===== config.mk =====
export PLATFORM = sky130hd
export DESIGN_NAME = hit_event_arbiter_flat
export DESIGN_NICKNAME = d
export VERILOG_FILES = /design/src/rtl/hit_event_arbiter_if.sv /design/src/rtl/hit_event_arbiter.sv /design/src/flat_wrapper.sv
export SDC_FILE = /design/constraint.sdc
export NUM_CORES = 1
export LEC_CHECK = 0
export CORE_MARGIN = 2
export CORE_UTILIZATION = 45
export CTS_CLUSTER_SIZE = 12
export DETAILED_ROUTE_END_ITERATION = 7
export GPL_ROUTABILITY_DRIVEN = 0
export SETUP_SLACK_MARGIN = 0.2
export SYNTH_ARGS = -nofsm -noshare
export SYNTH_HDL_FRONTEND = slang
export SYNTH_SLANG_ARGS = --single-unit
export TNS_END_PERCENT = 30

===== constraint.sdc =====
create_clock -name clk -period 3.7 [get_ports clk]
set_clock_uncertainty 0.2 [all_clocks]
set_input_delay 0.37 -clock clk [delete_from_list [all_inputs] [get_ports clk]]
set_output_delay 0.37 -clock clk [all_outputs]
set_load 0.01 [all_outputs]

===== src/rtl/hit_event_arbiter_if.sv =====
// Detector/host-facing bus of hit_event_arbiter: hit and clear inputs, read handshake, status.
// The master side drives hits and read requests; the arbiter is the slave.
interface hit_event_arbiter_if #(
    parameter int NCH = 4,
    parameter int CW  = 8
);
    localparam int CHW = (NCH > 1) ? $clog2(NCH) : 1;

    logic [NCH-1:0] hit;
    logic           clr;
    logic           rd_req;
    logic [CHW-1:0] rd_ch;
    logic           rd_ack;
    logic [CW-1:0]  rd_data;
    logic           rd_ovf;
    logic [NCH-1:0] drop;
    logic           busy;

    modport master (
        output hit, clr, rd_req, rd_ch,
        input  rd_ack, rd_data, rd_ovf, drop, busy
    );

    modport slave (
        input  hit, clr, rd_req, rd_ch,
        output rd_ack, rd_data, rd_ovf, drop, busy
    );
endinterface


===== src/rtl/hit_event_arbiter.sv =====
// Latches per-channel hit pulses and round-robin grants one channel per cycle to a shared counter.
// Define HIT_SAT_EN for saturating counts; the default build wraps at 2^CW-1 -> 0.
module hit_event_arbiter #(
    parameter int NCH = 4,
    parameter int CW  = 8
) (
    input  logic                 clk,
    input  logic                 reset,
    hit_event_arbiter_if.slave   bus
);
    localparam int          CHW  = (NCH > 1) ? $clog2(NCH) : 1;
    localparam logic [CW-1:0] MAXC = '1;

    typedef enum logic {IDLE, HOLD} rd_state_t;

    logic [NCH-1:0] pending_q, pending_d;
    logic [NCH-1:0] drop_q, drop_d;
    logic [NCH-1:0] ovf_q, ovf_d;
    logic [CHW-1:0] ptr_q, ptr_d;
    logic [CW-1:0]  count_q [NCH];
    logic [CW-1:0]  count_d [NCH];

    logic           grant_vld;
    logic [CHW-1:0] grant_idx;
    logic [NCH-1:0] grant_oh;

    rd_state_t      rd_state_q;
    logic           rd_ack_q;
    logic [CW-1:0]  rd_data_q;
    logic           rd_ovf_q;
    logic [CW-1:0]  rd_cnt_sel;
    logic           rd_ovf_sel;

    // Scan downward so the lowest offset from ptr is the one that sticks.
    always_comb begin : grant_scan
        int idx;
        grant_vld = 1'b0;
        grant_idx = '0;
        idx       = 0;
        for (int k = NCH - 1; k >= 0; k--) begin
            idx = int'(ptr_q) + k;
            if (idx >= NCH) begin
                idx = idx - NCH;
            end
            if (pending_q[idx]) begin
                grant_vld = 1'b1;
                grant_idx = CHW'(idx);
            end
        end
    end

    assign grant_oh = (grant_vld && !bus.clr) ? (NCH'(1) << grant_idx) : '0;

    always_comb begin
        ptr_d = ptr_q;
        if (bus.clr) begin
            ptr_d = '0;
        end else if (grant_vld) begin
            ptr_d = (grant_idx == CHW'(NCH - 1)) ? '0 : grant_idx + 1'b1;
        end
    end

    genvar gi;
    generate
        for (gi = 0; gi < NCH; gi++) begin : g_ch
            logic          at_max;
            logic [CW-1:0] inc_val;

            assign at_max = (count_q[gi] == MAXC);
`ifdef HIT_SAT_EN
            assign inc_val = at_max ? count_q[gi] : count_q[gi] + 1'b1;
`else
            assign inc_val = count_q[gi] + 1'b1;
`endif
            assign count_d[gi]   = bus.clr ? '0 : (grant_oh[gi] ? inc_val : count_q[gi]);
            assign ovf_d[gi]     = !bus.clr && (ovf_q[gi] || (grant_oh[gi] && at_max));
            // A hit on the channel being granted re-arms pending, so neither hit is lost.
            assign pending_d[gi] = !bus.clr && ((pending_q[gi] && !grant_oh[gi]) || bus.hit[gi]);
            assign drop_d[gi]    = !bus.clr &&
                                   (drop_q[gi] || (bus.hit[gi] && pending_q[gi] && !grant_oh[gi]));
        end
    endgenerate

    always_ff @(posedge clk or negedge reset) begin
        if (!reset) begin
            pending_q <= '0;
            drop_q    <= '0;
            ovf_q     <= '0;
            ptr_q     <= '0;
            for (int i = 0; i < NCH; i++) begin
                count_q[i] <= '0;
            end
        end else begin
            pending_q <= pending_d;
            drop_q    <= drop_d;
            ovf_q     <= ovf_d;
            ptr_q     <= ptr_d;
            for (int i = 0; i < NCH; i++) begin
                count_q[i] <= count_d[i];
            end
        end
    end

    always_comb begin
        rd_cnt_sel = '0;
        rd_ovf_sel = 1'b0;
        for (int i = 0; i < NCH; i++) begin
            if (bus.rd_ch == CHW'(i)) begin
                rd_cnt_sel = count_q[i];
                rd_ovf_sel = ovf_q[i];
            end
        end
    end

    // Capture uses pre-edge counts; one ack per request, re-armed only after rd_req drops.
    always_ff @(posedge clk or negedge reset) begin
        if (!reset) begin
            rd_state_q <= IDLE;
            rd_ack_q   <= 1'b0;
            rd_data_q  <= '0;
            rd_ovf_q   <= 1'b0;
        end else begin
            rd_ack_q <= 1'b0;
            case (rd_state_q)
                IDLE: begin
                    if (bus.rd_req) begin
                        rd_data_q  <= rd_cnt_sel;
                        rd_ovf_q   <= rd_ovf_sel;
                        rd_ack_q   <= 1'b1;
                        rd_state_q <= HOLD;
                    end
                end
                HOLD: begin
                    if (!bus.rd_req) begin
                        rd_state_q <= IDLE;
                    end
                end
                default: rd_state_q <= IDLE;
            endcase
        end
    end

    assign bus.rd_ack  = rd_ack_q;
    assign bus.rd_data = rd_data_q;
    assign bus.rd_ovf  = rd_ovf_q;
    assign bus.drop    = drop_q;
    assign bus.busy    = |pending_q;
endmodule


===== src/flat_wrapper.sv =====
// flat-port wrapper written by rule: the top's interface ports become plain ports
module hit_event_arbiter_flat 
#(
    parameter int NCH = 4,
    parameter int CW  = 8
)
  (clk, reset, bus_hit, bus_clr, bus_rd_req, bus_rd_ch, bus_rd_ack, bus_rd_data, bus_rd_ovf, bus_drop, bus_busy);
  hit_event_arbiter_if #(.NCH(NCH), .CW(CW)) bus_i ();
  input  logic clk;
  input  logic reset;
  input wire logic [$bits(bus_i.hit)-1:0] bus_hit;
  input wire logic [$bits(bus_i.clr)-1:0] bus_clr;
  input wire logic [$bits(bus_i.rd_req)-1:0] bus_rd_req;
  input wire logic [$bits(bus_i.rd_ch)-1:0] bus_rd_ch;
  output wire logic [$bits(bus_i.rd_ack)-1:0] bus_rd_ack;
  output wire logic [$bits(bus_i.rd_data)-1:0] bus_rd_data;
  output wire logic [$bits(bus_i.rd_ovf)-1:0] bus_rd_ovf;
  output wire logic [$bits(bus_i.drop)-1:0] bus_drop;
  output wire logic [$bits(bus_i.busy)-1:0] bus_busy;
  assign bus_i.hit = bus_hit;
  assign bus_i.clr = bus_clr;
  assign bus_i.rd_req = bus_rd_req;
  assign bus_i.rd_ch = bus_rd_ch;
  assign bus_rd_ack = bus_i.rd_ack;
  assign bus_rd_data = bus_i.rd_data;
  assign bus_rd_ovf = bus_i.rd_ovf;
  assign bus_drop = bus_i.drop;
  assign bus_busy = bus_i.busy;
  hit_event_arbiter #(.NCH(NCH), .CW(CW)) u_core (.clk(clk), .reset(reset), .bus(bus_i));
endmodule

==> flow_metrics.py <==
metrics = {
    "setup_path": {
        "cp.arrival_ps": 2820,
        "worst_path_max_delay_cell": "dfrtp_1",
        "critPathMaxStageDelay_ps": 700,
        "cp_max_fo": 10,
        "reg2reg_to": "u_core.count_q[29]",
        "crit_top_cell": "a21oi_1",
        "path_cells": "a21oi_1 -> o21a_1 -> o22ai_1 -> ha_1 -> o41ai_4 -> or4_1 -> a21oi_1",
        "reg2regPathDepth": 7,
        "setup.worst_path.end_class": "flop",
        "timing.rr.start": "u_core.pending_q[0]",
        "critPathRequiredTime_ps": 3760,
        "critPathKind": "flop to flop",
        "start_kind": "flop",
        "reg2reg_slack_ps": 940,
    },
    "clock_network": {
        "clock_latency_ps": 330,
        "numCtsBuffers": 9,
        "cts_buffer_depth": 2,
        "h-tree-depth": 3,
        "tritoncts": "done",
        "hold_buffers": 1,
        "post_cts_buffers": 0,
        "clock-root-buffer": "clkbuf_8",
        "post_cts.resized_instances": 0,
        "cts_sinks": 57,
        "clk_pin_slew_ps": 70,
    },
    "grt": {
        "grt_pass1_vias": 2159,
        "grt_usage": 0.1945,
        "grt_max_degree": 48,
        "grt_pass1_wl_microns": 11050,
        "grt_antenna_before_repair": 0,
        "grt_overflow": 0,
    },
    "power": {
        "powerDensity_nw_per_um2": 417.0,
        "leakagePower_nw": 1.431,
        "power_mw": 1.461,
        "worst_ir_drop_vdd_uv": 191.1,
    },
    "routing": {
        "first_iter_violations": 161,
        "vias_per_cell": 5.924,
        "num_vias": 2263,
        "antenna_left": 0,
        "wl_microns": 6501,
        "post_drt_wl_per_cell_microns": 17.02,
        "drc": 0,
        "drt-pass1-iter-count": 5,
    },
    "synthesis": {
        "synth_top_family_by_area": "simple AND/OR/NAND/NOR gates",
        "synth_fp_nets": 293,
        "synth_compound_area_frac": 0.1536,
        "synth.area.mux_share": 0.1152,
        "synth_cell_type_count": 41,
        "synth_cells": 275,
        "synthAdderAreaFrac": 0.03303,
        "netlist_area_sq_um": 3030,
        "synth_simple_gate_area_frac": 0.1771,
        "yosysSeqAreaShare": 0.4707,
        "synth_largest_area_cell": "dfrtp_1",
        "synth_top_area_share": 0.4707,
        "synth.area.top_cells": "dfrtp_1 47%, mux4_2 6.7%, a21oi_1 5.1%",
        "syn_area_per_cell_sq_um": 11.02,
        "synth_seq_cells": 57,
        "yosysWarnings": 0,
        "synth_xor_area_frac": 0.01156,
    },
    "floorplanning": {
        "die_area_sq_um": 7406,
        "core.rowCount": 29,
        "dieWidth_microns": 86.06,
        "die_y_microns": 86.06,
        "start_util": 0.4718,
        "core_sq_um": 6422,
        "io_pins": 25,
    },
    "final_layout": {
        "final_common_cell": "dfrtp_1",
        "finalCoreUtilization": 0.5453,
        "fin_nets": 318,
        "synthToLayoutAreaGrowth_pct": 15.57,
        "antennaDiodeCount": 0,
        "layout_common_cells": "57 x dfrtp_1, 31 x a21oi_1, 23 x clkdlybuf4s50_1, 22 x nor2_1, 15 x nand2_1",
        "fin_area_sq_um": 3502,
        "fin_cells": 382,
        "drive_gt1_frac": 0.1541,
    },
    "hold_path": {
        "hold_start": "u_core.ovf_q[1]",
        "worstHoldPathCells": 1,
        "whs_endpoint": "u_core.ovf_q[1]",
        "hold_path_class": "flop to flop",
    },
    "timing": {
        "fin_crit_ps": 2765,
        "tightest_slew_ps": 1017,
        "final-hold-violation-count": 0,
        "rsz0062_at_grt": "false",
        "setup_viol": 0,
        "slew-limit-headroom": 0.3149,
        "fmax_mhz": 361.7,
        "finalCritPeriodShare": 0.7473,
        "drv_slew": 0,
        "timing.hold.ws_ps": 293.3,
        "tns_ps": 0,
        "worst_slack_ps": 935.1,
    },
    "outcome": {
        "status": "finished, final reports clean",
    },
    "placement": {
        "io_buffers": 24,
        "place_inst": 365,
        "pre_cts_slack_ps": 974.4,
        "hpwl_microns": 4548,
        "dpl_cell_area_sq_um": 3299,
    },
    "run": {
        "drv_cap": 0,
    },
}
## critical path, delay by kind of cell, from the launching register on
family | cells | cell delay, ps
compound gates | 5 | 900
simple gates | 1 | 530
flops | 1 | 700
fa+ha+maj | 1 | 360
## cell usage after synthesis (all sizes together)
cell and count:
nand3 13, o41ai 4, nand2 15, a41oi 1, or3 10, nor4 6
nand4 6, o22ai 1, a22o 1, nand3b 1, o22a 1, clkbuf 6
and4 1, nand2b 1, mux2 13, nor2 22, nor2b 8, or4 11
o21a 3, a21o 1, inv 8, a211oi 1, buf 8, ha 8
o31ai 11, and3 2, xor2 4, o21ai 10, a21oi 31, mux4 9
a311oi 1, dfrtp 57
## per-layer routing
layer | vias to the layer above | global-route usage | wire [microns]
li1 | 1083 | - | -
met1 | 1122 | 0.2684 | 3169
met2 | 48 | 0.2918 | 2926
met3 | 10 | 0.06064 | 295
met4 | 0 | 0.06494 | 109
met5 | - | 0 | 0
## sequential cells by signal, summed over array words and instances, names as in the netlist
signal,count
u_core.bus.rd_ovf,1
u_core.bus.drop,4
u_core.bus.rd_ack,1
u_core.rd_state_q,1
u_core.pending_q,4
u_core.ptr_q,2
u_core.count_q,32
u_core.ovf_q,4
u_core.bus.rd_data,8
## worst max path at each step
| stage | cells past startpoint | start | endpoint |
|---|---|---|---|
| after floorplan | 8 | u_core.pending_q[2] | u_core.count_q[4] |
| after global placement | 7 | u_core.pending_q[0] | u_core.count_q[29] |
| after detailed placement | 7 | u_core.pending_q[0] | u_core.count_q[29] |
| after CTS | 7 | u_core.pending_q[0] | u_core.count_q[29] |
| after global routing | 7 | u_core.pending_q[0] | u_core.count_q[23] |
| final | 7 | u_core.pending_q[0] | u_core.count_q[29] |
## power by group
part	leakage, nW	internal, mW	switching, mW	total, mW
Sequential	0.781	0.650	0.0428	0.693
Combinational	0.548	0.0930	0.116	0.209
Clock	0.102	0.314	0.244	0.558
Total	1.43	1.06	0.403	1.46
## area by class of cell
class | instances | area (sq um)
clock inverter | 2 | 10.01
tap | 77 | 96.34
inverter | 8 | 32.53
fill | 561 | 2920
clock buffer | 14 | 182.7
timing repair buffer | 28 | 267.8
sequential | 57 | 1426
multi-input combinational | 196 | 1486
## cells by family (layout without fill, tap and decap cells)
| kind of cell | after synthesis | in the layout |
|---|---|---|
| simple gates | 96 | 96 |
| flops | 57 | 57 |
| xor+xnor | 4 | 4 |
| compound gates | 66 | 66 |
| buf+inv | 22 | 52 |
| mux | 22 | 22 |
| fa+ha+maj | 8 | 8 |
Note: power is estimated with default switching activity, not from simulation.
